===== src/rtl/gerenciador_reservatorio_rolhas_pkg.sv =====
// Shared constants for the cork-reservoir manager: FSM encodings, default
// capacities/thresholds and the lot-size helper.
package pkg_rolhas;

   localparam logic [1:0] IDLE     = 2'b00;
   localparam logic [1:0] TRANSFER = 2'b01;
   localparam logic [1:0] REFILL   = 2'b10;

   localparam int unsigned DEF_WIDTH           = 7;
   localparam int unsigned DEF_CAP_PRINCIPAL   = 99;
   localparam int unsigned DEF_CAP_SECUNDARIO  = 99;
   localparam int unsigned DEF_MIN_PRINCIPAL   = 5;
   localparam int unsigned DEF_LOTE_TRANSF     = 15;
   localparam int unsigned DEF_INIT_PRINCIPAL  = 0;
   localparam int unsigned DEF_INIT_SECUNDARIO = 20;

   function automatic int unsigned min3(input int unsigned a,
                                        input int unsigned b,
                                        input int unsigned c);
      int unsigned m;
      m = a;
      if (b < m) m = b;
      if (c < m) m = c;
      return m;
   endfunction

endpackage


===== src/rtl/gerenciador_reservatorio_rolhas_contador.sv =====
// Up/down counter with parallel load; simultaneous inc and dec hold the value.
module contador_updown_param #(
   parameter int unsigned      WIDTH = 7,
   parameter logic [WIDTH-1:0] INIT  = '0
) (
   input  logic             clk,
   input  logic             rst,
   input  logic             load_i,
   input  logic [WIDTH-1:0] load_val_i,
   input  logic             inc_i,
   input  logic             dec_i,
   output logic [WIDTH-1:0] count_o
);

   logic [WIDTH-1:0] count_q, count_d;

   always_comb begin
      count_d = count_q;
      if (load_i)
         count_d = load_val_i;
      else if (inc_i && !dec_i)
         count_d = count_q + 1'b1;
      else if (dec_i && !inc_i)
         count_d = count_q - 1'b1;
   end

   always_ff @(posedge clk or posedge rst) begin
      if (rst) count_q <= INIT;
      else     count_q <= count_d;
   end

   assign count_o = count_q;

endmodule


===== src/rtl/gerenciador_reservatorio_rolhas.sv =====
// Cork-reservoir manager: primary/secondary counts, automatic lot transfer,
// queued operator refills with overflow rejection, concurrent consumption.
module gerenciador_reservatorio_rolhas
   import pkg_rolhas::*;
#(
   parameter int unsigned WIDTH           = DEF_WIDTH,
   parameter int unsigned CAP_PRINCIPAL   = DEF_CAP_PRINCIPAL,
   parameter int unsigned CAP_SECUNDARIO  = DEF_CAP_SECUNDARIO,
   parameter int unsigned MIN_PRINCIPAL   = DEF_MIN_PRINCIPAL,
   parameter int unsigned LOTE_TRANSF     = DEF_LOTE_TRANSF,
   parameter int unsigned INIT_PRINCIPAL  = DEF_INIT_PRINCIPAL,
   parameter int unsigned INIT_SECUNDARIO = DEF_INIT_SECUNDARIO
) (
   input  logic             clk,
   input  logic             rst,
   input  logic             enable,
   input  logic             consumo,
   input  logic             refill_req,
   input  logic [WIDTH-1:0] refill_qty,
   output logic [WIDTH-1:0] principal,
   output logic [WIDTH-1:0] secundario,
   output logic             transferindo,
   output logic             ro,
   output logic             baixo,
   output logic             refill_ack,
   output logic             refill_err,
   output logic             consumo_negado,
   output logic [1:0]       estado
);

   localparam logic [WIDTH:0] CAP_SEC_EXT = (WIDTH+1)'(CAP_SECUNDARIO);

   logic [1:0]       state_q, state_d;
   logic [WIDTH-1:0] restante_q, restante_d;
   logic [WIDTH-1:0] qty_q, qty_d;
   logic             pending_q, pending_d;
   logic             ack_q, ack_d, err_q, err_d, negado_q, negado_d;

   logic             passo, pode_consumir, p_dec, cabe;
   logic [WIDTH:0]   soma;
   logic [WIDTH-1:0] lote;

   assign passo = (state_q == TRANSFER) && enable;
   assign soma  = {1'b0, secundario} + {1'b0, qty_q};
   assign cabe  = (soma <= CAP_SEC_EXT);
   assign lote  = WIDTH'(min3(LOTE_TRANSF, 32'(secundario),
                              CAP_PRINCIPAL - 32'(principal)));

   // A transfer cork arriving this cycle makes a consume from an empty primary legal.
   assign pode_consumir = (principal != '0) || passo;
   assign p_dec         = consumo && pode_consumir;
   assign negado_d      = consumo && !pode_consumir;

   contador_updown_param #(
      .WIDTH (WIDTH),
      .INIT  (WIDTH'(INIT_PRINCIPAL))
   ) u_principal (
      .clk        (clk),
      .rst        (rst),
      .load_i     (1'b0),
      .load_val_i ('0),
      .inc_i      (passo),
      .dec_i      (p_dec),
      .count_o    (principal)
   );

   contador_updown_param #(
      .WIDTH (WIDTH),
      .INIT  (WIDTH'(INIT_SECUNDARIO))
   ) u_secundario (
      .clk        (clk),
      .rst        (rst),
      .load_i     ((state_q == REFILL) && cabe),
      .load_val_i (soma[WIDTH-1:0]),
      .inc_i      (1'b0),
      .dec_i      (passo),
      .count_o    (secundario)
   );

   always_comb begin
      state_d    = state_q;
      restante_d = restante_q;
      pending_d  = pending_q;
      qty_d      = qty_q;
      ack_d      = 1'b0;
      err_d      = 1'b0;
      case (state_q)
         IDLE: begin
            if (pending_q || refill_req) begin
               state_d = REFILL;
               if (refill_req) qty_d = refill_qty;
            end else if (enable && baixo && (secundario != '0)) begin
               state_d    = TRANSFER;
               restante_d = lote;
            end
         end
         TRANSFER: begin
            if (refill_req) begin
               qty_d     = refill_qty;
               pending_d = 1'b1;
            end
            if (enable) begin
               restante_d = restante_q - 1'b1;
               if (restante_q == WIDTH'(1)) state_d = IDLE;
            end
         end
         REFILL: begin
            ack_d     = cabe;
            err_d     = !cabe;
            pending_d = 1'b0;
            state_d   = IDLE;
            if (refill_req) begin
               qty_d     = refill_qty;
               pending_d = 1'b1;
            end
         end
         default: state_d = IDLE;
      endcase
   end

   always_ff @(posedge clk or posedge rst) begin
      if (rst) begin
         state_q    <= IDLE;
         restante_q <= '0;
         pending_q  <= 1'b0;
         qty_q      <= '0;
         ack_q      <= 1'b0;
         err_q      <= 1'b0;
         negado_q   <= 1'b0;
      end else begin
         state_q    <= state_d;
         restante_q <= restante_d;
         pending_q  <= pending_d;
         qty_q      <= qty_d;
         ack_q      <= ack_d;
         err_q      <= err_d;
         negado_q   <= negado_d;
      end
   end

   assign transferindo   = (state_q == TRANSFER);
   assign ro             = (principal == '0);
   assign baixo          = (principal < WIDTH'(MIN_PRINCIPAL));
   assign refill_ack     = ack_q;
   assign refill_err     = err_q;
   assign consumo_negado = negado_q;
   assign estado         = state_q;

endmodule

===== config.mk =====
export PLATFORM = sky130hd
export DESIGN_NAME = gerenciador_reservatorio_rolhas
export DESIGN_NICKNAME = d
export VERILOG_FILES = /design/src/rtl/gerenciador_reservatorio_rolhas_pkg.sv /design/src/rtl/gerenciador_reservatorio_rolhas_contador.sv /design/src/rtl/gerenciador_reservatorio_rolhas.sv
export SDC_FILE = /design/constraint.sdc
export NUM_CORES = 1
export LEC_CHECK = 0
export BUFFER_PORTS_ARGS = -buffer_cell sky130_fd_sc_hd__buf_4
export CORE_MARGIN = 10
export CORE_UTILIZATION = 45
export CTS_CLUSTER_DIAMETER = 100
export DETAILED_ROUTE_END_ITERATION = 10
export PLACE_DENSITY = 0.65
export RECOVER_POWER = 100
export SLEW_MARGIN = 40
export SYNTH_ARGS = -nofsm -noshare
export SYNTH_HDL_FRONTEND = slang
export SYNTH_SLANG_ARGS = --single-unit

===== constraint.sdc =====
create_clock -name clk -period 3.2 [get_ports clk]
set_input_delay 0.64 -clock clk [delete_from_list [all_inputs] [get_ports clk]]
set_output_delay 0.64 -clock clk [all_outputs]
set_load 0.1 [all_outputs]

==> results.sh, run 1 <==
export IMPL_status="finished, final reports clean"
export IMPL_fin_skew_ns=0.0105
export IMPL_core_um2=5470
export IMPL_diodes=0
export IMPL_drv_slew=0
export IMPL_worstPathArrival_ns=3.12
export IMPL_period_share=0.916
export IMPL_wl_um=5970
export IMPL_final_min_clock_period_ns=2.93
export IMPL_synthCells=270
export IMPL_cts_setup_buffers=0
export IMPL_grt_pass1_vias=2051
export IMPL_antenna_found_initial=0
export IMPL_multiInputGateArea_um2=1550
export IMPL_grt_pass1_wl_um=9850
export IMPL_syn_to_final_growth_pct=13.8
export IMPL_dieArea_um2=9000
export IMPL_cp_end_kind="flip-flop"
export IMPL_first_pass_iters=4
export IMPL_clock_latency_ns=0.29
export IMPL_fill_cells=560
export IMPL_ant_nets=0
export IMPL_nets=351
export IMPL_synth_area_per_cell_um2=9.35
export IMPL_hold_class="in -> async"
export IMPL_yosysWarnings=0
export IMPL_setup_viol=0
export IMPL_crit_required_ns=3.39
export IMPL_grt_overflow_total=0
export IMPL_max_freq_mhz=341
export IMPL_tightest_slew_ns=1.29
export IMPL_drive_above_1_share=0.143
export IMPL_dpl_hpwl_um=4710
export IMPL_dieWidth_um=94.9
export IMPL_synth_cell_type_count=55
export IMPL_yosysMostFrequentCell="dfrtp_1"
export IMPL_grt_usage=0.136
export IMPL_synth_edf_count=0
export IMPL_cts_root_buf="clkbuf_8"
export IMPL_synth_flop_cell="dfrtp_1"
export IMPL_synthTopCellsByCount="dfrtp_1, nor2_1, ha_1, inv_1, nand2_1"
export IMPL_place_gp_congestion=0.898
export IMPL_holdBufCountCts=0
export IMPL_tritoncts="done"
export IMPL_cap_viol_max_count=0
export IMPL_cts_buffers=5
export IMPL_grt_max_degree=19
export IMPL_drc_errors=0
export IMPL_cp_max_fo=7
export IMPL_relSlewSlack=0.135
export IMPL_start_kind="flip-flop"
export IMPL_num_rows=27
export IMPL_synth_area_leader_cell="dfrtp_1"
export IMPL_first_iter_violations=70
export IMPL_cts_sinks=34
export IMPL_synth_area_top_cells="dfrtp_1, ha_1, mux2_2"
export IMPL_wl_per_cell_um=15.4
export IMPL_setup_tns_ns=0
export IMPL_synth_seq_area_share=0.338
export IMPL_hold_viol=0
export IMPL_rsz0062_at_grt="no"
export IMPL_cts_htree_levels=2
export IMPL_port_buffers=33
export IMPL_clk_pin_slew_ns=0.07
export IMPL_pin_count=34
export IMPL_dr_total_vias=2100
export IMPL_cts_resized=0
export IMPL_seq_area_um2=855
export IMPL_avgViaCountPerCell=5.43
export IMPL_start_util=0.461
export IMPL_ys_ff_latch=34
export IMPL_async_flop_share=1.00
export IMPL_synth_top_cell_area_share=0.317
export IMPL_syn_area_um2=2520
export IMPL_clk_path_buf_depth=2
export IMPL_die_h_um=94.9
export IMPL_rrSetupSlack_ns=0.27
export IMPL_crit_type="reg -> reg"
[layer usage]
layer  track usage  routed length, um
met1         0.188               3090
met2         0.200               2540
met3        0.0365                286
met4        0.0436                 54
met5             0                  0
[cell usage in the layout, fill, tap and decap left out, types with 3 or more instances in the layout]
cell      instances
dfrtp_1          31
nand2b_1          5
mux2_1            3
o21ai_0          14
conb_1            3
nand2_1          19
nor2_1           25
ha_1             23
buf_4            14
xor2_1            9
nor3_1           10
or3_1             3
nand3_1          10
mux2i_1           3
clkbuf_1         24
inv_1            20
mux2_2           10
xnor2_1           8
a21o_1            5
a21oi_1          17
clkbuf_8          6
and3_1            3
[path summary, 6_finish.rpt]
| check | from | end | cells past startpoint |
|---|---|---|---|
| min in group clk | qty_q[4] | qty_q[4] | 1 |
| hold reg to reg | qty_q[4] | qty_q[4] | 1 |
| setup / recovery | u_secundario.count_o[4] | restante_q[0] | 9 |
| setup reg to reg | u_secundario.count_o[4] | restante_q[0] | 9 |
| hold / removal | rst | qty_q[2] | 2 |
| max in group asynchronous | rst | estado[0] | 3 |
[final cells by class]
class,count,share of cell area
Sequential cell,34,0.297
Tap cell,72,0.0314
Clock inverter,1,0.00174
Clock buffer,7,0.0301
Timing Repair Buffer,39,0.0710
Inverter,21,0.0274
Multi-Input combinational cell,213,0.541
[cells by family after synthesis]
group | count (synthesis) | synth area share
other | 1 | 0.00149
DFF | 34 | 0.338
and+or+nand+nor | 86 | 0.166
adders and majority gates | 25 | 0.130
AOI/OAI and AO/OA | 66 | 0.194
buffers and inverters | 25 | 0.0372
xor gates and xnor gates | 17 | 0.0590
muxes | 16 | 0.0744
[state kept, by name, indices dropped and copies added, names as in the netlist]
name	cells
consumo_negado	1
estado	2
pending_q	1
qty_q	7
refill_ack	1
refill_err	1
restante_q	7
u_principal.count_o	7
u_secundario.count_o	7
[stage by stage]
step / cells / util / hold WS, ns / setup slack (ns) / cell area [um^2]
detailed placement: 379 / 0.530 / 0.502 / 0.295 / 2900
finish: 387 / 0.525 / 0.368 / 0.267 / 2870
floorplan: 272 / - / 0.485 / 0.0104 / 2530
global route: 387 / 0.525 / 0.412 / 0.0978 / 2870
global placement: 379 / 0.530 / 0.496 / 0.343 / 2900
CTS: 387 / 0.547 / 0.494 / 0.260 / 2990
[worst max-delay path, cell delays in order, from the launching register on]
cell and delay [ns]:
dfstp_2 0.41, or3_1 0.42, nor2_1 0.19, ha_1 0.27
a21o_1 0.18, a21oi_1 0.14, nor2_1 0.07, nor3_2 0.48
mux2_2 0.40, a221oi_1 0.25
Power of run 1 is not shown: default switching activity piles up to over one toggle a cycle in this logic, so the estimate is an artifact.
==> inputs of run 2 (changes only) <==
--- a/config.mk
+++ b/config.mk
@@ -5,12 +5,12 @@
 export SDC_FILE = /design/constraint.sdc
 export NUM_CORES = 1
 export LEC_CHECK = 0
-export BUFFER_PORTS_ARGS = -buffer_cell sky130_fd_sc_hd__buf_4
 export CORE_MARGIN = 10
 export CORE_UTILIZATION = 45
-export CTS_CLUSTER_DIAMETER = 100
+export CTS_CLUSTER_DIAMETER = 80
 export DETAILED_ROUTE_END_ITERATION = 10
-export PLACE_DENSITY = 0.65
+export DONT_BUFFER_PORTS = 1
+export PLACE_DENSITY = 0.6
 export RECOVER_POWER = 100
 export SLEW_MARGIN = 40
 export SYNTH_ARGS = -nofsm -noshare
==> run 2 against run 1 <==
Worst setup slack got worse by 0.048 ns. Clock-buffer cell count did not move. Global-route usage rose by 1.3 points. First-iteration DRC count rose by 17%. Register-to-register slack improved by 0.12 ns. Highest routed layer unchanged. Maximum frequency fell by 1.6%. Largest cell class unchanged.
==> results.sh, run 2 (synthesized netlist as in run 1, its figures left out) <==
export IMPL_tritoncts="done"
export IMPL_final_common_cell="dfrtp_1"
export IMPL_cts_resized=0
export IMPL_worstPathArrival_ns=2.34
export IMPL_finalNonFillerCells=371
export IMPL_core_um2=5470
export IMPL_setup_viol=0
export IMPL_cap_viol_max_count=0
export IMPL_port_buffers=0
export IMPL_placedInstanceArea_um2=2790
export IMPL_nets=335
export IMPL_pin_count=34
export IMPL_first_pass_iters=4
export IMPL_dieWidth_um=94.9
export IMPL_crit_type="reg -> out"
export IMPL_drive_above_1_share=0.147
export IMPL_cts_buffers=5
export IMPL_r2r_start="u_secundario.count_o[3]"
export IMPL_grt_max_degree=25
export IMPL_diodes=0
export IMPL_rsz0062_at_grt="no"
export IMPL_clk_path_buf_depth=2
export IMPL_cp_end_kind="output port"
export IMPL_hold_viol=0
export IMPL_grt_pass1_wl_um=10500
export IMPL_hold_class="in -> async"
export IMPL_period_share=0.932
export IMPL_dieArea_um2=9000
export IMPL_final_min_clock_period_ns=2.98
export IMPL_final_area_um2=2800
export IMPL_postLayoutSetupSlackWorst_ns=0.219
export IMPL_clock_latency_ns=0.29
export IMPL_grt_pass1_vias=2099
export IMPL_clk_pin_slew_ns=0.07
export IMPL_holdBufCountCts=0
export IMPL_cp_max_fo=3
export IMPL_tightest_slew_ns=1.35
export IMPL_antenna_found_initial=0
export IMPL_wl_um=6240
export IMPL_fin_skew_ns=0.00439
export IMPL_max_freq_mhz=335
export IMPL_num_rows=27
export IMPL_rrSetupSlack_ns=0.39
export IMPL_final_cell_mix="dfrtp_1, nor2_1, ha_1"
export IMPL_syn_to_final_growth_pct=11.1
export IMPL_drv_slew=0
export IMPL_r2r_end="restante_q[5]"
export IMPL_relSlewSlack=0.102
export IMPL_avgViaCountPerCell=5.54
export IMPL_die_h_um=94.9
export IMPL_drc_errors=0
export IMPL_crit_required_ns=2.56
export IMPL_start_util=0.461
export IMPL_pre_cts_ws_ns=0.391
export IMPL_setup_tns_ns=0
export IMPL_wl_per_cell_um=16.8
export IMPL_start_kind="flip-flop"
export IMPL_cts_setup_buffers=0
export IMPL_cts_sinks=34
export IMPL_status="finished, final reports clean"
export IMPL_place_inst=363
export IMPL_dpl_hpwl_um=4970
export IMPL_r2r_cells=7
export IMPL_dr_total_vias=2056
export IMPL_cts_htree_levels=2
export IMPL_cts_root_buf="clkbuf_8"
export IMPL_grt_overflow_total=0
export IMPL_place_gp_congestion=0.907
export IMPL_ant_nets=0
export IMPL_first_iter_violations=82
export IMPL_grt_usage=0.148
==> run 2: worst max-delay path: stages (launching register included) <==
cell and delay, ns:
dfrtp_1 0.37, clkbuf_1 0.96, nor2_1 0.07, nand3_1 0.22, inv_1 0.06, clkbuf_2 0.37
==> run 2: worst max-delay path by stage <==
stage | from | to | cells after the start
floorplan | u_principal.count_o[3] | restante_q[0] | 11
global placement | enable | u_principal.count_o[6] | 9
detailed placement | enable | u_principal.count_o[6] | 9
CTS | u_secundario.count_o[4] | restante_q[0] | 10
global route | u_principal.count_o[3] | baixo | 5
finish | u_principal.count_o[3] | baixo | 5
==> run 2: layer usage <==
| metal | global-route usage | part of all wire | vias up |
|---|---|---|---|
| met1 | 0.194 | 0.47 | 974 |
| met3 | 0.0579 | 0.080 | 7 |
| met2 | 0.217 | 0.43 | 50 |
| li1 | - | - | 1025 |
| met4 | 0.0524 | 0.016 | 0 |
| met5 | 0 | 0 | - |
==> run 2: cell type report <==
class | count | area (um^2)
Clock inverter | 1 | 5.00
Sequential cell | 34 | 856
Timing Repair Buffer | 23 | 128
Tap cell | 72 | 90.1
Clock buffer | 7 | 86.3
Fill cell | 547 | 2670
Inverter | 21 | 78.8
Multi-Input combinational cell | 213 | 1560
==> run 2: metrics by stage <==
| step | util | hold slack, ns |
|---|---|---|
| after global routing | 0.512 | 0.455 |
| final | 0.512 | 0.448 |
| after global placement | 0.511 | 0.500 |
| after CTS | 0.527 | 0.279 |
| after floorplan | - | 0.485 |
| after detailed placement | 0.511 | 0.506 |
Power of run 2 is left out for the same reason.
==> inputs of run 3 (changes only) <==
--- a/config.mk
+++ b/config.mk
@@ -5,6 +5,8 @@
 export SDC_FILE = /design/constraint.sdc
 export NUM_CORES = 1
 export LEC_CHECK = 0
+export ABC_AREA = 1
+export CORE_ASPECT_RATIO = 1.5
 export CORE_MARGIN = 10
 export CORE_UTILIZATION = 45
 export CTS_CLUSTER_DIAMETER = 80
==> run 3 against run 2 <==
First-iteration DRC count unchanged. Clock skew up 0.0098 ns. Worst setup slack better by 0.21 ns. Via count up 10%. Register-to-register slack better by 0.04 ns. Non-clock buffer count down 3. Global-route usage up 0.16 points. The run now ends with max-capacitance violations, max-slew violations left. Wire length up 4.2%. Utilization down 0.45 points.
==> results.sh, run 3 <==
export IMPL_setup_viol=0
export IMPL_synth_top_cell_area_share=0.302
export IMPL_slowest_stage="clkbuf_1"
export IMPL_cts_htree_levels=2
export IMPL_async_flop_share=1.00
export IMPL_cap_viol_max_count=1
export IMPL_clock_latency_ns=0.29
export IMPL_cp_common_cell="nand2_1"
export IMPL_max_stage_delay_ns=0.98
export IMPL_drc_errors=0
export IMPL_synth_flop_cell="dfrtp_1"
export IMPL_core_um2=5740
export IMPL_setup_tns_ns=0
export IMPL_rsz0062_at_grt="no"
export IMPL_cp_max_fo=4
export IMPL_violations="max-capacitance violations, max-slew violations"
export IMPL_nets=417
export IMPL_wl_per_cell_um=14.4
export IMPL_path_cells="clkbuf_1 > ha_1 > a21oi_1 > nand2_1 > nand2_1 > nand2_1 > nand2_1 > nand2_1 > or2_2 > nand3_1 > o21ai_0"
export IMPL_avgViaCountPerCell=5.01
export IMPL_synthTopCellsByCount="nand2_1, inv_1, dfrtp_1, nand3_1, nor2_1"
export IMPL_ant_nets=0
export IMPL_top_layer_used="met4"
export IMPL_port_buffers=0
export IMPL_period_share=0.865
export IMPL_clk_pin_slew_ns=0.08
export IMPL_cts_sinks=34
export IMPL_die_h_um=114
export IMPL_yosysMostFrequentCell="nand2_1"
export IMPL_clk_path_buf_depth=2
export IMPL_cp_top_family="buffers and inverters"
export IMPL_drv_slew=35
export IMPL_synth_seq_area_share=0.322
export IMPL_worstPathArrival_ns=2.95
export IMPL_first_iter_violations=82
export IMPL_num_rows=34
export IMPL_fin_skew_ns=0.0142
export IMPL_cp_end_kind="flip-flop"
export IMPL_tightest_slew_ns=1.91
export IMPL_met3_wirelength_um=228
export IMPL_grt_pass1_vias=2345
export IMPL_cts_buffers=5
export IMPL_final_common_cell="nand2_1"
export IMPL_grt_overflow_total=0
export IMPL_place_gp_congestion=0.845
export IMPL_synth_area_leader_cell="dfrtp_1"
export IMPL_drive_above_1_share=0.123
export IMPL_cts_setup_buffers=0
export IMPL_cts_resized=0
export IMPL_dieArea_um2=9420
export IMPL_synth_area_top_cells="dfrtp_1, nand2_1, ha_1"
export IMPL_syn_area_um2=2650
export IMPL_final_cell_mix="nand2_1, inv_1, nand3_1"
export IMPL_status="finished, violations left"
export IMPL_pin_count=34
export IMPL_final_min_clock_period_ns=2.77
export IMPL_grt_max_degree=35
export IMPL_antenna_found_initial=0
export IMPL_first_pass_iters=4
export IMPL_yosysWarnings=0
export IMPL_hold_class="in -> reg"
export IMPL_wl_um=6500
export IMPL_syn_to_final_growth_pct=10.0
export IMPL_relSlewSlack=-0.277
export IMPL_holdBufCountCts=0
export IMPL_start_util=0.461
export IMPL_grt_pass1_wl_um=11100
export IMPL_synth_edf_count=0
export IMPL_crit_type="reg -> reg"
export IMPL_synthCells=353
export IMPL_dr_total_vias=2270
export IMPL_synth_area_per_cell_um2=7.51
export IMPL_wl_met1_um=2440
export IMPL_dieWidth_um=82.7
export IMPL_crit_required_ns=3.38
export IMPL_cp_num_buf_inv=1
export IMPL_max_freq_mhz=361
export IMPL_fin_hold_ws_ns=0.486
export IMPL_tritoncts="done"
export IMPL_synth_cell_type_count=35
export IMPL_dpl_hpwl_um=5240
export IMPL_diodes=0
export IMPL_start_kind="flip-flop"
export IMPL_hold_viol=0
export IMPL_ys_ff_latch=34
export IMPL_cts_root_buf="clkbuf_8"
export IMPL_grt_usage=0.150
export IMPL_wl_met2_um=3750
## run 3: changes by cell type in the layout (fill, tap and decap cells not counted), moves of 6 or more
cell / change
nand4_1: +7
nand2_2: +6
a21oi_1: +6
nand2_1: +62
nand3_1: +22
inv_1: +25
inv_2: +9
## run 3: final timing paths
check,from,end,slack [ns],cells past startpoint
worst max-delay path,u_principal.count_o[2],u_principal.count_o[5],0.43,11
worst min-delay path,refill_qty[2],qty_q[2],0.49,1
worst max register to register,u_principal.count_o[2],u_principal.count_o[5],0.43,11
worst min register to register,pending_q,pending_q,0.50,2
max in group asynchronous,rst,estado[0],1.05,2
min in group asynchronous,rst,qty_q[0],0.91,2
## run 3: area by class of cell
class	instances	area, um^2
tap	72	90.1
multi-input combinational	264	1560
inverter	55	206
clock buffer	5	68.8
timing repair buffer	20	96.3
fill	619	2830
clock inverter	3	40.0
sequential	34	856
## run 3: cells by family (layout without fill, tap and decap cells)
group	Yosys count	after routing	share of synthesized area
adders and majority gates	25	25	0.124
xor gates and xnor gates	15	15	0.0496
buffers and inverters	57	83	0.0812
DFF	34	34	0.322
other	1	3	0.00142
and+or+nand+nor	176	176	0.316
muxes	6	6	0.0255
AOI/OAI and AO/OA	39	39	0.0803
## run 3: stage by stage
step                setup slack, ns  cells  instance area [um^2]  utilization
floorplan                    0.0289    355                  2660            -
global placement              0.732    445                  2890        0.504
detailed placement            0.640    445                  2890        0.504
CTS                           0.706    453                  3000        0.523
global route                  0.234    453                  2920        0.508
finish                        0.431    453                  2920        0.508
## run 3: worst reg2reg max path, stage by stage, from the launching register on
cell,delay (ns)
dfrtp_1,0.35
clkbuf_1,0.98
ha_1,0.44
a21oi_1,0.16
nand2_1,0.08
nand2_1,0.08
nand2_1,0.06
nand2_1,0.05
nand2_1,0.06
or2_2,0.27
nand3_1,0.06
o21ai_0,0.07
## run 3: routing by layer
layer | global-route usage | vias to the layer above
met5 | 0 | -
met1 | 0.152 | 1043
li1 | - | 1197
met2 | 0.290 | 23
met4 | 0.0426 | 0
met3 | 0.0283 | 7
Power of run 3 is left out for the same reason.
